===== src/rtl/bist_sequencer_if.sv =====
// ----------------------------------------------------------------------------
// bist_sequencer_if
//
// Groups the BIST session signals shared by the sequencer and its surroundings.
// The request side (start/abort), the MISR feedback and the golden signature
// come from the system. The LFSR/adder/MISR strobes and the session status go
// back out.
//
//   master : system side. Drives start, abort, golden_sig and misr_sig.
//            Observes the strobes and the status.
//   slave  : the sequencer. Observes the requests and the signatures.
//            Drives lfsr_load, lfsr_en, dut_valid, misr_clr, misr_en, busy,
//            done, pass, pat_count and signature.
// ----------------------------------------------------------------------------
interface bist_sequencer_if #(
  parameter int PAT_CNT_W = 9,
  parameter int SIG_W     = 10
);
  // requests and signature inputs
  logic                 start;
  logic                 abort;
  logic [SIG_W-1:0]     golden_sig;
  logic [SIG_W-1:0]     misr_sig;

  // datapath strobes
  logic                 lfsr_load;
  logic                 lfsr_en;
  logic                 dut_valid;
  logic                 misr_clr;
  logic                 misr_en;

  // session status
  logic                 busy;
  logic                 done;
  logic                 pass;
  logic [PAT_CNT_W-1:0] pat_count;
  logic [SIG_W-1:0]     signature;

  modport master (
    output start, abort, golden_sig, misr_sig,
    input  lfsr_load, lfsr_en, dut_valid, misr_clr, misr_en,
    input  busy, done, pass, pat_count, signature
  );

  modport slave (
    input  start, abort, golden_sig, misr_sig,
    output lfsr_load, lfsr_en, dut_valid, misr_clr, misr_en,
    output busy, done, pass, pat_count, signature
  );
endinterface


===== src/rtl/bist_sequencer.sv =====
// ----------------------------------------------------------------------------
// bist_sequencer
//
// Runs one BIST session over the shared pattern datapath (LFSRs, LFSR
// managers, adder, MISR). A session goes through these steps:
//   1. Seed the LFSRs and clear the MISR.
//   2. Issue NUM_PATTERNS patterns.
//   3. Let the adder pipeline drain into the MISR.
//   4. Capture the signature and compare it with golden_sig.
//
// States: IDLE -> SEED -> RUN -> FLUSH -> COMPARE -> DONE.
//   SEED lasts exactly 1 cycle.
//   RUN lasts exactly NUM_PATTERNS cycles.
//   FLUSH lasts PIPE_LAT cycles. When PIPE_LAT is 0 the FSM skips FLUSH.
//   COMPARE lasts exactly 1 cycle.
//   DONE holds until a new start or an abort.
// abort returns the FSM to IDLE from any state and wins over start.
//
// Ports:
//   clk : system clock, rising edge
//   rst : asynchronous reset, active high
//   bus : bist_sequencer_if.slave, which carries:
//         start, abort       session request / termination
//         golden_sig         expected signature, sampled in COMPARE
//         misr_sig           live MISR signature
//         lfsr_load          load seeds into all LFSRs (SEED)
//         lfsr_en            advance LFSRs and managers (RUN)
//         dut_valid          adder enable (RUN)
//         misr_clr           clear the MISR (SEED)
//         misr_en            lfsr_en delayed by PIPE_LAT cycles
//         busy               SEED, RUN, FLUSH or COMPARE
//         done               session complete (DONE)
//         pass               signature matched; meaningful while done=1
//         pat_count          patterns issued this session, saturates at N
//         signature          signature captured in COMPARE
//
// Every output is a flop or a decode of flops. No input reaches an output
// combinationally.
// ----------------------------------------------------------------------------
module bist_sequencer #(
  parameter int NUM_PATTERNS = 256,  // 1 .. 2**PAT_CNT_W-1
  parameter int PAT_CNT_W    = 9,
  parameter int PIPE_LAT     = 1,    // 0 .. 3
  parameter int SIG_W        = 10
) (
  input  logic          clk,
  input  logic          rst,
  bist_sequencer_if.slave bus
);

  typedef enum logic [2:0] {
    S_IDLE,
    S_SEED,
    S_RUN,
    S_FLUSH,
    S_COMPARE,
    S_DONE
  } state_t;

  localparam logic [PAT_CNT_W-1:0] LAST_PAT   = PAT_CNT_W'(NUM_PATTERNS - 1);
  localparam logic [PAT_CNT_W-1:0] MAX_PAT    = PAT_CNT_W'(NUM_PATTERNS);
  // Last value of the flush counter before moving on to COMPARE.
  localparam logic [1:0]           FLUSH_LAST = 2'((PIPE_LAT > 0) ? PIPE_LAT - 1 : 0);

  state_t               state_q, state_d;
  logic [PAT_CNT_W-1:0] pat_cnt_q;
  logic [1:0]           flush_cnt_q;
  logic                 pass_q;
  logic [SIG_W-1:0]     sig_q;

  logic                 enter_seed;
  logic                 lfsr_en_w;
  logic                 misr_en_w;

  // --------------------------------------------------------------------------
  // State register
  // --------------------------------------------------------------------------
  // NOTE: clocked blocks use <= so every flop samples pre-edge values,
  // regardless of the order in which the blocks are evaluated.
  always_ff @(posedge clk or posedge rst) begin
    if (rst) state_q <= S_IDLE;
    else     state_q <= state_d;
  end

  // --------------------------------------------------------------------------
  // Next-state logic
  // --------------------------------------------------------------------------
  // NOTE: state_d takes its hold value before the case statement, so no path
  // leaves it unassigned and no latch is inferred.
  always_comb begin
    state_d = state_q;
    if (bus.abort) begin
      state_d = S_IDLE;
    end else begin
      unique case (state_q)
        S_IDLE:    if (bus.start) state_d = S_SEED;
        S_SEED:    state_d = S_RUN;
        S_RUN:     if (pat_cnt_q == LAST_PAT)
                     state_d = (PIPE_LAT == 0) ? S_COMPARE : S_FLUSH;
        S_FLUSH:   if (flush_cnt_q == FLUSH_LAST) state_d = S_COMPARE;
        S_COMPARE: state_d = S_DONE;
        S_DONE:    if (bus.start) state_d = S_SEED;
        default:   state_d = S_IDLE;
      endcase
    end
  end

  // SEED is reachable only from IDLE or DONE on start, never from itself.
  assign enter_seed = (state_d == S_SEED);

  // --------------------------------------------------------------------------
  // Pattern counter
  // --------------------------------------------------------------------------
  // The counter clears on the edge into SEED, so a restart from DONE already
  // shows 0 during SEED. It saturates at NUM_PATTERNS and never wraps inside
  // a session.
  always_ff @(posedge clk or posedge rst) begin
    if (rst) begin
      pat_cnt_q <= '0;
    end else if (bus.abort || enter_seed) begin
      pat_cnt_q <= '0;
    end else if (state_q == S_RUN && pat_cnt_q != MAX_PAT) begin
      pat_cnt_q <= pat_cnt_q + 1'b1;
    end
  end

  // --------------------------------------------------------------------------
  // Flush counter: counts the cycles spent in FLUSH. It holds 0 in every
  // other state.
  // --------------------------------------------------------------------------
  always_ff @(posedge clk or posedge rst) begin
    if (rst) begin
      flush_cnt_q <= '0;
    end else if (state_q == S_FLUSH && state_d == S_FLUSH) begin
      flush_cnt_q <= flush_cnt_q + 1'b1;
    end else begin
      flush_cnt_q <= '0;
    end
  end

  // --------------------------------------------------------------------------
  // Verdict and captured signature
  // --------------------------------------------------------------------------
  // pass clears on abort and on entry to SEED. It is set or cleared only by
  // COMPARE. An abort during COMPARE wins, so the capture is skipped and the
  // old signature stays.
  always_ff @(posedge clk or posedge rst) begin
    if (rst) begin
      pass_q <= 1'b0;
      sig_q  <= '0;
    end else if (bus.abort || enter_seed) begin
      pass_q <= 1'b0;
    end else if (state_q == S_COMPARE) begin
      pass_q <= (bus.misr_sig == bus.golden_sig);
      sig_q  <= bus.misr_sig;
    end
  end

  // --------------------------------------------------------------------------
  // MISR enable: lfsr_en delayed by PIPE_LAT cycles
  // --------------------------------------------------------------------------
  assign lfsr_en_w = (state_q == S_RUN);

  generate
    if (PIPE_LAT == 0) begin : g_no_delay
      assign misr_en_w = lfsr_en_w;
    end else begin : g_delay
      logic [PIPE_LAT-1:0] dly_q;

      // NOTE: this delay line is control state, not storage. Like every
      // other flop it is reset, and it also clears on SEED and on abort, so
      // an aborted session leaves no stray compaction cycles behind.
      always_ff @(posedge clk or posedge rst) begin
        if (rst) begin
          dly_q <= '0;
        end else if (bus.abort || state_q == S_SEED) begin
          dly_q <= '0;
        end else begin
          dly_q[0] <= lfsr_en_w;
          for (int i = 1; i < PIPE_LAT; i++) dly_q[i] <= dly_q[i-1];
        end
      end

      assign misr_en_w = dly_q[PIPE_LAT-1];
    end
  endgenerate

  // --------------------------------------------------------------------------
  // Outputs: decoded from state or taken straight from flops
  // --------------------------------------------------------------------------
  assign bus.lfsr_load = (state_q == S_SEED);
  assign bus.misr_clr  = (state_q == S_SEED);
  assign bus.lfsr_en   = lfsr_en_w;
  assign bus.dut_valid = lfsr_en_w;
  assign bus.misr_en   = misr_en_w;
  assign bus.busy      = (state_q == S_SEED)  || (state_q == S_RUN) ||
                         (state_q == S_FLUSH) || (state_q == S_COMPARE);
  assign bus.done      = (state_q == S_DONE);
  assign bus.pass      = pass_q;
  assign bus.pat_count = pat_cnt_q;
  assign bus.signature = sig_q;

endmodule


===== src/flat_wrapper.sv =====
// flat-port wrapper written by rule: the top's interface ports become plain ports
module bist_sequencer_flat 
#(
  parameter int NUM_PATTERNS = 256,                        
  parameter int PAT_CNT_W    = 9,
  parameter int PIPE_LAT     = 1,             
  parameter int SIG_W        = 10
)
  (clk, rst, bus_start, bus_abort, bus_golden_sig, bus_misr_sig, bus_lfsr_load, bus_lfsr_en, bus_dut_valid, bus_misr_clr, bus_misr_en, bus_busy, bus_done, bus_pass, bus_pat_count, bus_signature);
  bist_sequencer_if #(.PAT_CNT_W(PAT_CNT_W), .SIG_W(SIG_W)) bus_i ();
  input  logic clk;
  input  logic rst;
  input wire logic [$bits(bus_i.start)-1:0] bus_start;
  input wire logic [$bits(bus_i.abort)-1:0] bus_abort;
  input wire logic [$bits(bus_i.golden_sig)-1:0] bus_golden_sig;
  input wire logic [$bits(bus_i.misr_sig)-1:0] bus_misr_sig;
  output wire logic [$bits(bus_i.lfsr_load)-1:0] bus_lfsr_load;
  output wire logic [$bits(bus_i.lfsr_en)-1:0] bus_lfsr_en;
  output wire logic [$bits(bus_i.dut_valid)-1:0] bus_dut_valid;
  output wire logic [$bits(bus_i.misr_clr)-1:0] bus_misr_clr;
  output wire logic [$bits(bus_i.misr_en)-1:0] bus_misr_en;
  output wire logic [$bits(bus_i.busy)-1:0] bus_busy;
  output wire logic [$bits(bus_i.done)-1:0] bus_done;
  output wire logic [$bits(bus_i.pass)-1:0] bus_pass;
  output wire logic [$bits(bus_i.pat_count)-1:0] bus_pat_count;
  output wire logic [$bits(bus_i.signature)-1:0] bus_signature;
  assign bus_i.start = bus_start;
  assign bus_i.abort = bus_abort;
  assign bus_i.golden_sig = bus_golden_sig;
  assign bus_i.misr_sig = bus_misr_sig;
  assign bus_lfsr_load = bus_i.lfsr_load;
  assign bus_lfsr_en = bus_i.lfsr_en;
  assign bus_dut_valid = bus_i.dut_valid;
  assign bus_misr_clr = bus_i.misr_clr;
  assign bus_misr_en = bus_i.misr_en;
  assign bus_busy = bus_i.busy;
  assign bus_done = bus_i.done;
  assign bus_pass = bus_i.pass;
  assign bus_pat_count = bus_i.pat_count;
  assign bus_signature = bus_i.signature;
  bist_sequencer #(.NUM_PATTERNS(NUM_PATTERNS), .PAT_CNT_W(PAT_CNT_W), .PIPE_LAT(PIPE_LAT), .SIG_W(SIG_W)) u_core (.clk(clk), .rst(rst), .bus(bus_i));
endmodule

===== config.mk =====
export PLATFORM = sky130hd
export DESIGN_NAME = bist_sequencer_flat
export DESIGN_NICKNAME = d
export VERILOG_FILES = /design/src/rtl/bist_sequencer_if.sv /design/src/rtl/bist_sequencer.sv /design/src/flat_wrapper.sv
export SDC_FILE = /design/constraint.sdc
export NUM_CORES = 1
export LEC_CHECK = 0
export CORE_MARGIN = 1
export CORE_UTILIZATION = 39
export CTS_BUF_LIST = sky130_fd_sc_hd__clkbuf_4 sky130_fd_sc_hd__clkbuf_8
export DETAILED_ROUTE_END_ITERATION = 7
export GPL_ROUTABILITY_DRIVEN = 0
export HOLD_SLACK_MARGIN = 0.15
export PLACE_DENSITY = 0.72
export RECOVER_POWER = 100
export REMOVE_ABC_BUFFERS = 1
export SYNTH_ARGS = -nofsm -noshare
export SYNTH_HDL_FRONTEND = slang
export SYNTH_SLANG_ARGS = --single-unit

===== constraint.sdc =====
create_clock -name clk -period 2.29 [get_ports clk]
set_input_delay 0.229 -clock clk [delete_from_list [all_inputs] [get_ports clk]]
set_output_delay 0.229 -clock clk [all_outputs]
set_load 0.005 [all_outputs]

==> run summary, run 1 <==
Clock tree
• Clock Path Buffers: 2
• Clock Tree Root: sky130_fd_sc_hd__clkbuf_4
• Worst-path clk slew: 0.14 ns
• maximum level of the CTS H-tree: 1
• Clk Latency, worst-skew pair: 0.32 ns
• clock tree from TritonCTS: built
• CTS buffer count: 3
• number of sinks on the clock net: 26

Power and ir drop
• Int Pwr: 0.788 mW
• fraction of power consumed by combinational cells: 26.2%
• Tot Pwr: 1.05 mW
• part of the total power dissipated in the clock network: 22.0%
• fraction of power spent switching nets: 24.8%
• sw power: 0.260 mW
• Seq pwr share: 51.8%
• peak supply drop: 248 uV
• P per Cell Area: 542 mW/mm^2
• LEAKAGE: 0.854 nW

Logic synthesis
• post-synth top area share: 47.2%
• number of enable flip-flop cells after synthesis: 0
• Seq cells post-synth: 26
• sequential cell area fraction in the yosys report: 47.2%
• FFs w/ async S/R, synth: 100%
• warnings from Yosys: 0
• primary flip-flop cell chosen by synthesis mapping: sky130_fd_sc_hd__dfrtp_1
• post-synthesis cell area: 0.00138 mm^2
• instance count of the mapped netlist: 130
• syn avg cell area: 10.6 um^2
• dominant cells by area after synthesis: sky130_fd_sc_hd__dfrtp_1 47%, sky130_fd_sc_hd__mux2_2 8.2%, sky130_fd_sc_hd__xor2_1 7.6%, sky130_fd_sc_hd__nor2_1 4.1%, sky130_fd_sc_hd__ha_1 3.6%
• unique cell type count in the Yosys netlist: 34
• Yosys top cell by area: sky130_fd_sc_hd__dfrtp_1

Finish
• layout-stage area growth over the synthesis result: 40.3%
• most common cell after layout, fill and taps aside: sky130_fd_sc_hd__dlygate4sd3_1
• final antenna diode count: 0
• share of the core filled with cells: 57.5%
• layout cell share with drive strength beyond 1: 12.2%
• final layout net count: 209
• Cell Count, Final, Fillers Out: 226
• leading cell types in the layout, fill and taps excluded: 26 x sky130_fd_sc_hd__dlygate4sd3_1, 24 x sky130_fd_sc_hd__clkdlybuf4s50_1, 24 x sky130_fd_sc_hd__dfrtp_1

Setup path
• Worst Path Required: 2.06 ns
• kind of launch point of the worst setup path: flop
• arrival time worst endpoint: 1.95 ns
• Worst Setup Path Type: flop to primary output
• kind of end point of the critical path: primary output
• critical path peak fanout: 10

Placement
• DP HPWL: 2240 um
• dpl cells: 221
• quantity of I/O buffers inserted on ports: 50
• worst setup slack before clock tree synthesis: 0.338 ns

Floorplanning
• total I/O pin count: 51
• floorplan die area: 0.00377 mm^2
• Placement Rows: 21
• width of the die: 61.4 um
• Initial Util: 41.0%
• Die Y-Extent: 61.4 um
• core region area: 0.00336 mm^2

STA
• post-route minimum period: 2.18 ns
• final number of max-transition violations: 0
• Worst Max-Slew Pin Slew: 0.750 ns
• final worst-path setup slack: 0.114 ns
• headroom to the max-slew limit: 50.0%
• fin crit share: 95.0%
• unrepaired setup endpoints after global routing: no
• upper clock frequency limit: 460 MHz
• final setup violation count: 0
• count of endpoints failing hold in the final timing report: 0
• setup TNS: 0 ns
• skew final: 0.0130 ns

Routing
• final routed wire length divided by cell count: 13.0 um
• final wirelength: 2940 um
• number of nets still failing antenna checks after routing: 0
• remaining design rule violation count: 0
• number of optimization iterations in the first detailed-route pass: 4
• via count: 1123
• vias per cell: 4.97
• Iter 0 DRT Violations: 24

Run
• Maximum Capacitance Violations: 0

GRT
• maximum number of pins on one net before global-route repair: 15
• vias in the first global route: 1085
• global-route wire length before repair: 4650 um
• global routing usage summed across all routing layers: 16.7%
• number of antenna violations at the first check in global routing: 0
• sum of overflow across all layers after global routing: 0

Min path
• type of the most critical hold path: primary input to async pin

Outcome
• outcome: complete, no violations

## registers in the layout (all words and copies together), names as in the netlist
signal,count
u_core.state_q,3
u_core.bus.pat_count,9
u_core.flush_cnt_q,2
u_core.bus.signature,10
u_core.bus.pass,1
u_core.bus.misr_en,1
## repair_timing
action | CTS | global route
setup buffers | 0 | 1
setup endpoints to repair | 2 | 2
gates resized for setup | 1 | 2
hold buffers | 0 | 0
## cell type report
type / count / area (um^2)
Inverter: 11 / 41.3
Timing Repair Buffer: 52 / 512
Clock buffer: 4 / 36.3
Sequential cell: 26 / 653
Tap cell: 46 / 57.6
Fill cell: 327 / 1430
Multi-Input combinational cell: 87 / 633
## worst paths after layout
path,from,to,slack [ns],depth (start not counted)
max in group asynchronous,rst,u_core.state_q[2]$_DFF_PP0_,0.88,3
hold / removal,rst,u_core.bus.signature[5]$_DFFE_PP0P_,0.33,2
min in group clk,u_core.flush_cnt_q[0]$_DFF_PP0_,u_core.flush_cnt_q[0]$_DFF_PP0_,0.43,1
hold reg to reg,u_core.flush_cnt_q[0]$_DFF_PP0_,u_core.flush_cnt_q[0]$_DFF_PP0_,0.43,1
setup / recovery,u_core.state_q[2]$_DFF_PP0_,bus_dut_valid,0.11,3
setup reg to reg,u_core.state_q[0]$_DFF_PP0_,u_core.bus.signature[2]$_DFFE_PP0P_,0.35,4
## critical path: stages (launching register included)
cell	delay, ns
sky130_fd_sc_hd__dfrtp_2	0.49
sky130_fd_sc_hd__or3b_4	0.46
sky130_fd_sc_hd__inv_1	0.15
sky130_fd_sc_hd__clkdlybuf4s50_1	0.53
## routing by layer
| metal | routed length (um) | vias to the layer above | track usage [%] |
|---|---|---|---|
| met5 | 0 | - | 0 |
| met4 | 17 | 0 | 4.76 |
| met3 | 189 | 2 | 2.94 |
| met2 | 1490 | 42 | 32.0 |
| met1 | 1250 | 544 | 19.0 |
| li1 | - | 535 | - |
## cell usage after synthesis (all sizes together), types with 3 or more instances
| master | n |
|---|---|
| nand2 | 4 |
| a21oi | 4 |
| o21ai | 3 |
| xor2 | 12 |
| nor4 | 3 |
| dfrtp | 26 |
| buf | 5 |
| nor2 | 16 |
| nand3 | 3 |
| ha | 4 |
| nor3 | 3 |
| xnor2 | 5 |
| inv | 11 |
| mux2 | 10 |
| and3 | 4 |
## per-stage QoR
stage | cell area [um^2] | hold slack (ns)
after floorplan | 1330 | 0.269
after global placement | 1900 | 0.413
after detailed placement | 1900 | 0.417
after CTS | 1940 | 0.208
after global routing | 1930 | 0.380
final | 1930 | 0.329
## power groups by stage
stage	clock network (mW)	logic, mW	registers [mW]
final	0.231	0.274	0.543
after global routing	0.256	0.303	0.551
after CTS	0.239	0.299	0.549
after detailed placement	0	0.297	0.559
after global placement	0	0.292	0.554
after floorplan	0	0.102	0.559
## kinds of logic after synthesis
| group | synth area share, % |
|---|---|
| compound gates | 5.09 |
| flops | 47.2 |
| buf+inv | 6.36 |
| xor+xnor | 10.8 |
| mux | 9.63 |
| fa+ha+maj | 3.63 |
| simple gates | 17.3 |
No activity file was read; power rests on OpenSTA's default activity.
==> inputs of run 2 (changes only) <==
--- a/config.mk
+++ b/config.mk
@@ -5,6 +5,7 @@
 export SDC_FILE = /design/constraint.sdc
 export NUM_CORES = 1
 export LEC_CHECK = 0
+export CAP_MARGIN = 5
 export CORE_MARGIN = 1
 export CORE_UTILIZATION = 39
 export CTS_BUF_LIST = sky130_fd_sc_hd__clkbuf_4 sky130_fd_sc_hd__clkbuf_8
==> results of run 2 <==
The final DEF is identical to that of run 1; final timing and power are the same.
==> inputs of run 3 (changes only) <==
--- a/config.mk
+++ b/config.mk
@@ -6,7 +6,7 @@
 export NUM_CORES = 1
 export LEC_CHECK = 0
 export CAP_MARGIN = 5
-export CORE_MARGIN = 1
+export CORE_MARGIN = 10
 export CORE_UTILIZATION = 39
 export CTS_BUF_LIST = sky130_fd_sc_hd__clkbuf_4 sky130_fd_sc_hd__clkbuf_8
 export DETAILED_ROUTE_END_ITERATION = 7
==> run summary, run 3 (synthesized netlist as in run 1, its figures left out) <==
Outcome
• outcome: complete, no violations

Placement
• dpl cells: 221
• DP HPWL: 2770 um
• Post-DP Area: 0.00190 mm^2
• quantity of I/O buffers inserted on ports: 50

Floorplanning
• total I/O pin count: 51
• Initial Util: 41.0%
• floorplan die area: 0.00631 mm^2
• Placement Rows: 21
• core region area: 0.00336 mm^2
• width of the die: 79.4 um
• Die Y-Extent: 79.4 um

GRT
• number of antenna violations at the first check in global routing: 0
• maximum number of pins on one net before global-route repair: 15
• met2 global-route usage: 18.4%
• sum of overflow across all layers after global routing: 0
• met1 usage: 13.3%
• met3 GRT Util: 4.05%
• global routing usage summed across all routing layers: 11.2%
• vias in the first global route: 1188
• global-route wire length before repair: 5750 um
• routing layer with the top usage in global route: met2

Setup path
• critical path depth: 3
• Worst Setup Path Type: flop to primary output
• family with the most delay on the worst path: buffers and inverters
• critical path peak fanout: 10
• longest individual stage delay on the worst path: 0.53 ns
• kind of launch point of the worst setup path: flop
• worst flop-to-flop path startpoint: u_core.state_q[0]$_DFF_PP0_
• arrival time worst endpoint: 1.97 ns
• buffering stage count on the worst path with inverters included: 2
• Worst Path Required: 2.06 ns
• worst-case register-to-register setup slack: 0.19 ns
• cell-by-cell listing of the critical path: or3b_4, inv_1, clkdlybuf4s50_1
• CP max-delay cell: sky130_fd_sc_hd__clkdlybuf4s50_1
• endpoint of the worst register-to-register path: u_core.bus.signature[2]$_DFFE_PP0P_
• kind of end point of the critical path: primary output
• Worst Reg2Reg Path Length in Cells: 3

Finish
• Cell Count, Final, Fillers Out: 225
• layout cell share with drive strength beyond 1: 11.2%
• Design Area, Final: 0.00192 mm^2
• layout-stage area growth over the synthesis result: 39.6%
• final antenna diode count: 0
• max reg flops: 10
• final layout net count: 208
• most common cell after layout, fill and taps aside: sky130_fd_sc_hd__clkdlybuf4s50_1
• leading cell types in the layout, fill and taps excluded: 37 x sky130_fd_sc_hd__clkdlybuf4s50_1, 24 x sky130_fd_sc_hd__dfrtp_1, 16 x sky130_fd_sc_hd__nor2_1

Power and ir drop
• part of the total power dissipated in the clock network: 21.4%
• LEAKAGE: 0.825 nW
• fraction of power consumed by combinational cells: 27.6%
• peak supply drop: 260 uV
• Seq pwr share: 50.9%
• Int Pwr: 0.806 mW
• sw power: 0.269 mW
• fraction of power spent switching nets: 25.0%
• Tot Pwr: 1.08 mW
• P per Cell Area: 559 mW/mm^2

Clock tree
• Clock Path Buffers: 2
• clock tree from TritonCTS: built
• Clock Tree Root: sky130_fd_sc_hd__clkbuf_4
• Worst-path clk slew: 0.14 ns
• maximum level of the CTS H-tree: 1
• Clk Latency, worst-skew pair: 0.32 ns
• number of sinks on the clock net: 26
• CTS buffer count: 3

Routing
• vias per cell: 4.90
• final wirelength: 3440 um
• number of nets still failing antenna checks after routing: 0
• via count: 1102
• number of optimization iterations in the first detailed-route pass: 4
• remaining design rule violation count: 0
• Iter 0 DRT Violations: 58
• final routed wire length divided by cell count: 15.3 um

STA
• count of endpoints failing hold in the final timing report: 0
• fin crit share: 95.9%
• upper clock frequency limit: 455 MHz
• unrepaired setup endpoints after global routing: no
• skew final: 0.00173 ns
• Worst Max-Slew Pin Slew: 0.834 ns
• setup TNS: 0 ns
• final number of max-transition violations: 0
• headroom to the max-slew limit: 44.2%
• final setup violation count: 0
• post-route minimum period: 2.20 ns

Min path
• type of the most critical hold path: primary input to async pin

Run
• Maximum Capacitance Violations: 0

[run 3: cell types whose count changed in the layout (fill, tap and decap cells not counted), sizes merged]
cell | before | now
dlygate4sd3 | 26 | 13
clkdlybuf4s50 | 24 | 37
buf | 1 | 0
[run 3: worst max path at each step]
stage	from	end	slack [ns]
final	u_core.state_q[2]$_DFF_PP0_	bus_dut_valid	0.09
after global placement	u_core.state_q[0]$_DFF_PP0_	bus_lfsr_en	0.38
after floorplan	u_core.state_q[0]$_DFF_PP0_	u_core.bus.signature[0]$_DFFE_PP0P_	0.70
after detailed placement	u_core.state_q[0]$_DFF_PP0_	bus_dut_valid	0.32
after global routing	u_core.state_q[2]$_DFF_PP0_	bus_dut_valid	0.006
after CTS	u_core.state_q[0]$_DFF_PP0_	bus_dut_valid	0.03
[run 3: stage by stage]
stage                     utilization, %  hold WS, ns  setup slack [ns]
after floorplan                        -        0.269             0.695
after global placement              56.4        0.413             0.384
after CTS                           57.6        0.218            0.0254
final                               57.2        0.354            0.0942
after global routing                57.2        0.370           0.00571
after detailed placement            56.4        0.420             0.321
[run 3: routing by layer]
layer | share of wire [%] | wire length [um] | vias up
met1 | 47 | 1610 | 521
met5 | 0 | 0 | -
met3 | 7.6 | 260 | 2
met4 | 0.23 | 8 | 0
met2 | 45 | 1560 | 42
li1 | - | - | 537
[run 3: worst reg2reg max path, stage by stage (launching register included)]
cell,delay [ns]
sky130_fd_sc_hd__dfrtp_2,0.51
sky130_fd_sc_hd__or3b_1,0.42
sky130_fd_sc_hd__nor2_1,0.66
sky130_fd_sc_hd__mux2_2,0.42
[run 3: final cells by class]
class,instances,area (um^2)
inverter,11,41.3
fill,300,1440
timing repair buffer,51,504
tap,46,57.6
sequential,26,653
multi-input combinational,87,631
clock buffer,4,36.3
[run 3: power groups by stage]
stage | logic [mW] | registers, mW | clock network, mW
after CTS | 0.312 | 0.549 | 0.240
after global routing | 0.326 | 0.556 | 0.256
after global placement | 0.301 | 0.554 | 0
after detailed placement | 0.309 | 0.558 | 0
after floorplan | 0.102 | 0.559 | 0
final | 0.297 | 0.548 | 0.231
[run 3: what timing repair did]
item | 4_1_cts | 5_1_grt
hold endpoints to repair | 0 | 0
endpoints found under the setup margin | 2 | 2
resized for setup | 1 | 2
buffers inserted | 0 | 0
hold buffers | 0 | 0
